`src/rtl/stepper_pkg.sv`:
```
// Shared types and defaults for the stepper pulse controller.
package stepper_pkg;

  typedef enum logic [1:0] {
    ST_IDLE,
    ST_LOAD,
    ST_RUN,
    ST_PAUSE
  } state_t;

  localparam logic MODE_PROFILE = 1'b0;
  localparam logic MODE_CONST   = 1'b1;

  localparam int DEF_PER_W    = 32;
  localparam int DEF_CNT_W    = 32;
  localparam int DEF_POS_W    = 32;
  localparam int DEF_PULSE_HI = 4;

endpackage

```
`src/rtl/step_pulse_gen.sv`:
```
// One step: counts 0..period-1 after load, STEP high for the first PULSE_HI counts.
// step_end marks the last count cycle; kill drops the pulse and the count at once.
module step_pulse_gen
  import stepper_pkg::*;
#(
  parameter int PER_W    = DEF_PER_W,
  parameter int PULSE_HI = DEF_PULSE_HI
) (
  input  logic             clk,
  input  logic             rst_n,
  input  logic             load,
  input  logic [PER_W-1:0] period,
  input  logic             kill,
  output logic             pul_out,
  output logic             step_end
);

  localparam logic [PER_W-1:0] HI_CNT = PER_W'(PULSE_HI);

  logic [PER_W-1:0] cnt;
  logic [PER_W-1:0] per_q;
  logic             active;

  assign step_end = active && (cnt == per_q - PER_W'(1));

  // pul_out is registered so the driver pin never sees combinational glitches
  always_ff @(posedge clk or negedge rst_n) begin
    if (!rst_n) begin
      cnt     <= '0;
      per_q   <= '0;
      active  <= 1'b0;
      pul_out <= 1'b0;
    end else if (kill) begin
      cnt     <= '0;
      active  <= 1'b0;
      pul_out <= 1'b0;
    end else if (load) begin
      cnt     <= '0;
      per_q   <= period;
      active  <= 1'b1;
      pul_out <= 1'b1;
    end else if (active) begin
      if (step_end) begin
        cnt     <= '0;
        active  <= 1'b0;
        pul_out <= 1'b0;
      end else begin
        cnt     <= cnt + PER_W'(1);
        pul_out <= (cnt + PER_W'(1)) < HI_CNT;
      end
    end
  end

endmodule

```
`src/rtl/stepper_profile_ctrl.sv`:
```
// Single-axis STEP/DIR controller: streamed-period profile or constant-velocity moves,
// with pause, abort, stream-underflow flag and signed position tracking.
module stepper_profile_ctrl
  import stepper_pkg::*;
#(
  parameter int PER_W    = DEF_PER_W,
  parameter int CNT_W    = DEF_CNT_W,
  parameter int POS_W    = DEF_POS_W,
  parameter int PULSE_HI = DEF_PULSE_HI
) (
  input  logic                    clk,
  input  logic                    rst_n,
  input  logic                    start,
  input  logic                    mode,
  input  logic [CNT_W-1:0]        total_steps,
  input  logic [CNT_W-1:0]        accel_end,
  input  logic [CNT_W-1:0]        decel_begin,
  input  logic [PER_W-1:0]        const_period,
  input  logic                    dir,
  input  logic                    pause,
  input  logic                    abort,
  input  logic                    pos_clr,
  input  logic [PER_W-1:0]        per_tdata,
  input  logic                    per_tvalid,
  output logic                    per_tready,
  output logic                    pul_out,
  output logic                    dir_out,
  output logic                    busy,
  output logic                    done,
  output logic [CNT_W-1:0]        step_cnt,
  output logic signed [POS_W-1:0] position,
  output logic [PER_W-1:0]        cur_period,
  output logic                    err_underflow
);

  localparam logic [PER_W-1:0] MIN_PER = PER_W'(PULSE_HI + 1);

  state_t           state, state_d;
  logic             mode_q;
  logic [CNT_W-1:0] total_q, accel_q, decel_q, step_inc;
  logic [PER_W-1:0] const_q, new_per;
  logic             ramp_down, cruise, need_word, last_step, load, step_end;

  function automatic logic [PER_W-1:0] clamp_per(input logic [PER_W-1:0] p);
    return (p < MIN_PER) ? MIN_PER : p;
  endfunction

  assign busy      = (state != ST_IDLE);
  assign step_inc  = step_cnt + CNT_W'(1);
  assign last_step = (step_inc == total_q);

  // RAMP_DOWN wins when accel_end > decel_begin, leaving CRUISE empty
  assign ramp_down = (step_cnt >= decel_q);
  assign cruise    = !ramp_down && (step_cnt >= accel_q);
  // a move that starts in CRUISE still needs one word to seed cur_period
  assign need_word  = (mode_q == MODE_PROFILE) && (!cruise || step_cnt == '0);
  assign per_tready = (state == ST_LOAD) && need_word && !abort;

  always_comb begin
    state_d = state;
    load    = 1'b0;
    new_per = cur_period;
    unique case (state)
      ST_IDLE: begin
        if (start && total_steps != '0) state_d = ST_LOAD;
      end
      ST_LOAD: begin
        if (mode_q == MODE_CONST) begin
          new_per = clamp_per(const_q);
          load    = 1'b1;
        end else if (!need_word) begin
          load = 1'b1;
        end else if (per_tvalid) begin
          new_per = clamp_per(per_tdata);
          load    = 1'b1;
        end
        if (load) state_d = ST_RUN;
      end
      ST_RUN: begin
        if (step_end) begin
          if (last_step)  state_d = ST_IDLE;
          else if (pause) state_d = ST_PAUSE;
          else            state_d = ST_LOAD;
        end
      end
      ST_PAUSE: begin
        if (!pause) state_d = ST_LOAD;
      end
      default: state_d = ST_IDLE;
    endcase
    if (abort) begin
      state_d = ST_IDLE;
      load    = 1'b0;
    end
  end

  always_ff @(posedge clk or negedge rst_n) begin
    if (!rst_n) begin
      state         <= ST_IDLE;
      mode_q        <= MODE_PROFILE;
      dir_out       <= 1'b0;
      total_q       <= '0;
      accel_q       <= '0;
      decel_q       <= '0;
      const_q       <= '0;
      step_cnt      <= '0;
      position      <= '0;
      cur_period    <= '0;
      err_underflow <= 1'b0;
      done          <= 1'b0;
    end else begin
      state <= state_d;
      done  <= 1'b0;
      // abort freezes counters: a partially emitted step is never counted
      if (!abort) begin
        if (state == ST_IDLE && start) begin
          if (total_steps == '0) begin
            done <= 1'b1;
          end else begin
            mode_q        <= mode;
            dir_out       <= dir;
            total_q       <= total_steps;
            accel_q       <= accel_end;
            decel_q       <= decel_begin;
            const_q       <= const_period;
            step_cnt      <= '0;
            err_underflow <= 1'b0;
          end
        end
        if (load) cur_period <= new_per;
        if (per_tready && !per_tvalid) err_underflow <= 1'b1;
        if (state == ST_RUN && step_end) begin
          step_cnt <= step_inc;
          position <= dir_out ? position + POS_W'(1) : position - POS_W'(1);
          if (last_step) done <= 1'b1;
        end
      end
      if (pos_clr) position <= '0;
    end
  end

  step_pulse_gen #(
    .PER_W    (PER_W),
    .PULSE_HI (PULSE_HI)
  ) u_pulse (
    .clk      (clk),
    .rst_n    (rst_n),
    .load     (load),
    .period   (new_per),
    .kill     (abort),
    .pul_out  (pul_out),
    .step_end (step_end)
  );

endmodule

```
`config.mk`:
```
export PLATFORM = sky130hd
export DESIGN_NAME = stepper_profile_ctrl
export DESIGN_NICKNAME = d
export VERILOG_FILES = /design/src/rtl/stepper_pkg.sv /design/src/rtl/step_pulse_gen.sv /design/src/rtl/stepper_profile_ctrl.sv
export SDC_FILE = /design/constraint.sdc
export NUM_CORES = 1
export LEC_CHECK = 0
export ABC_AREA = 0
export CAP_MARGIN = 40
export CORE_AREA = 2 2 190 192
export CTS_CLUSTER_SIZE = 25
export DETAILED_ROUTE_END_ITERATION = 6
export DIE_AREA = 0 0 192 194
export HOLD_SLACK_MARGIN = 0.05
export PLACE_DENSITY = 0.81
export SLEW_MARGIN = 20
export SYNTH_ARGS = -nofsm -noshare
export SYNTH_HDL_FRONTEND = slang
export SYNTH_SLANG_ARGS = --single-unit
```
`constraint.sdc`:
```
create_clock -name clk -period 4.29 [get_ports clk]
set_input_delay 0.858 -clock clk [delete_from_list [all_inputs] [get_ports clk]]
set_output_delay 0.858 -clock clk [all_outputs]
set_load 0.03 [all_outputs]
```
==> out/results.ini <==
[final_layout]
fillers = 2943
final_layout_size_suffix_gt1_frac = 0.0927
finalNetCount = 2593
register_area_mm2 = 0.00661
stdcell_count = 2805
multi_input_area_mm2 = 0.00988
most-common-layout-cells = 420 x nand2_1, 268 x clkdlybuf4s50_1, 258 x dfrtp_1, 175 x o21ai_0, 115 x a21oi_1
layout_commonest_cell = nand2_1
area_delta_synth_final_pct = 26.2
final_util = 0.620
post-route-cell-area_mm2 = 0.0219

[floorplanning]
fp.coreArea_mm2 = 0.0352
die_w_um = 192
die_h_um = 194
ios = 271
core.rowCount = 69
initial_core_util = 0.492
die_area_mm2 = 0.0372

[cts]
htreeDepth = 1
hold_buffers = 0
cts_root_buffer = clkbuf_16
cts.sinks = 264
cts_buffers = 31
path_clk_slew_ns = 0.06
clockBufferDepth = 3
clock_latency_ns = 0.57
tritoncts = yes

[logic_synthesis]
synth.cell_area_mm2 = 0.0173
synth_cell_types = 74
ys_ff_latch = 264
netlist.area_leader.share = 0.381
synth-edff-count = 0
synth_top_area_cell = dfrtp_1
async_flop_share = 1.00
synth_cells = 2067
synth_nets = 2339
postSynthAreaPerCell_um2 = 8.38
synth.area.top_cells = dfrtp_1 38%, nand2_1 9.1%, ha_1 7.4%, o21ai_0 5.1%, mux2_2 3.9%
ys.flop_type = dfrtp_1
ys_seq_area_frac = 0.381
ys_warn_count = 0

[power]
p_comb_frac = 0.414
seqPwrFrac = 0.343
finalPower_mw = 11.4
p_clk_frac = 0.243
leakagePower_nw = 9.63
vdd_ir_drop_max_v = 0.000395
internal_power_mw = 6.94
power_density_mw_per_mm2 = 522
swShare = 0.392
switching_power_mw = 4.46

[sta]
final.setup_skew_ns = 0.0135
fin_crit_ns = 4.19
hold_viol = 0
setup_viol = 0
post-route-period-util = 0.977
hold_ws_ns = 0.315
tightest_slew_ns = 0.797
max_freq_mhz = 239
slew_headroom = 0.467
setup_tns_ns = 0
drv_slew = 0
worst_slack_ns = 0.0991

[drt]
postRouteAntennaNets = 0
drc = 3
wl_um = 54300
viasPerCell = 5.96
dr.pass1.iters = 7
vias = 16700
wl_per_cell_um = 19.4
drt-initial-drc-count = 1344

[grt]
grt_pass1_vias = 16200
antenna_found_initial = 2
overflow = 0
grt_pass1_wl_um = 85700
grt_max_degree = 99
grt_use_total = 0.285

[worst_setup_path]
r2r_slack_ns = 0.14
critPathMaxFanout = 6
cp-end-kind = output port
worstPathRequired_ns = 3.43
reg2reg_from = u_pulse.per_q[0]$_DFFE_PN0P_
timing.rr.end = step_cnt[31]$_DFFE_PN0P_
critPathKind = register to output port
crit_arrival_ns = 3.33
crit_path_start_kind = register
r2r_cells = 13

[job]
maxCapViolations = 0

[place]
place_ws_ns = 0.224
dpl_cell_area_mm2 = 0.0207
dp_hpwl_um = 40200
port_buffers = 270
dpl.cell_count = 2745
place.gp.congestion = 0.973

[hold_path]
hold_class = input port to async pin

[run_status]
violations = DRC
status = complete, but fails checks

-- sequential cells by signal, indices dropped and copies added (netlist names) --
name and flops:
u_pulse.pul_out 1, total_q 32, step_cnt 32, decel_q 32, dir_out 1, accel_q 32, u_pulse.active 1, position 32
state 2, err_underflow 1, u_pulse.per_q 32, done 1, mode_q 1, u_pulse.cnt 32, const_q 32
-- critical path, stage by stage, from the launching register on --
cell and delay [ns]:
dfrtp_2 0.45, ha_1 0.34, a21o_1 0.19, a211o_1 0.29, a221oi_1 0.30, o21ai_0 0.11, a31oi_1 0.31, o31a_1 0.18
o21a_1 0.20, nor3_1 0.10, clkdlybuf4s15_2 0.29
-- final cells by class --
class	instances	share of cell area
well taps	461	0.0264
clock buffers	43	0.0412
inverters	98	0.0171
repair buffers	344	0.153
clock inverters	11	0.00756
flip-flops and latches	264	0.303
multi-input cells	1582	0.452
diodes	2	0.000229
-- synth_stat cells, types with 18 or more instances --
cell type,count
nand2_1,420
dfrtp_1,264
o21ai_0,175
a21oi_1,117
ha_1,102
clkbuf_1,98
inv_1,97
nor2_1,97
xnor2_1,75
mux2_2,60
nand3_1,53
nor4_1,48
nand4_1,39
xor2_1,39
nor3_1,37
a311oi_1,31
a21o_1,28
o31ai_1,23
and3_1,22
nand2b_1,22
a31oi_1,18
-- kinds of logic after synthesis --
group / Yosys count / synth area share
flip-flops: 264 / 0.381
AND/OR/NAND/NOR: 821 / 0.223
buffers and inverters: 221 / 0.0511
adder cells (fa/ha/maj): 103 / 0.0748
multiplexers: 75 / 0.0477
AO/OA/AOI/OAI: 469 / 0.165
XOR/XNOR: 114 / 0.0576
-- how the worst max path moves through the flow --
stage / start / to / slack (ns) / cells after the start
final: step_cnt[13]$_DFFE_PN0P_ / per_tready / 0.1 / 10
after global routing: u_pulse.per_q[1]$_DFFE_PN0P_ / step_cnt[14]$_DFFE_PN0P_ / -0.02 / 13
after CTS: step_cnt[2]$_DFFE_PN0P_ / per_tready / 0.05 / 10
after detailed placement: u_pulse.per_q[5]$_DFFE_PN0P_ / position[1]$_DFFE_PN0P_ / 0.22 / 12
after global placement: u_pulse.per_q[0]$_DFFE_PN0P_ / u_pulse.cnt[15]$_DFFE_PN0P_ / 0.22 / 15
after floorplan: u_pulse.per_q[16]$_DFFE_PN0P_ / position[11]$_DFFE_PN0P_ / 0.53 / 14
-- routing by layer --
layer | up-vias | routed length [um] | GRT usage
met5 | - | 0 | 0
met4 | 0 | 2160 | 0.109
met3 | 113 | 4310 | 0.0376
met2 | 791 | 24800 | 0.460
met1 | 8009 | 23000 | 0.390
li1 | 7815 | - | -
-- power groups by stage --
stage / combinational (mW) / clock (mW) / sequential, mW
finish: 4.72 / 2.77 / 3.91
global route: 5.19 / 2.90 / 4.00
CTS: 4.68 / 2.81 / 3.89
detailed placement: 4.63 / 0 / 3.92
global placement: 4.46 / 0 / 3.88
floorplan: 2.80 / 0 / 4.05
-- what timing repair did --
item	in CTS	in global routing
pin swaps	0	1
setup endpoints to repair	1	3
gates resized for setup	6	10
gates cloned	0	0
setup buffers	0	4
No activity file was read; power rests on OpenSTA's default activity.
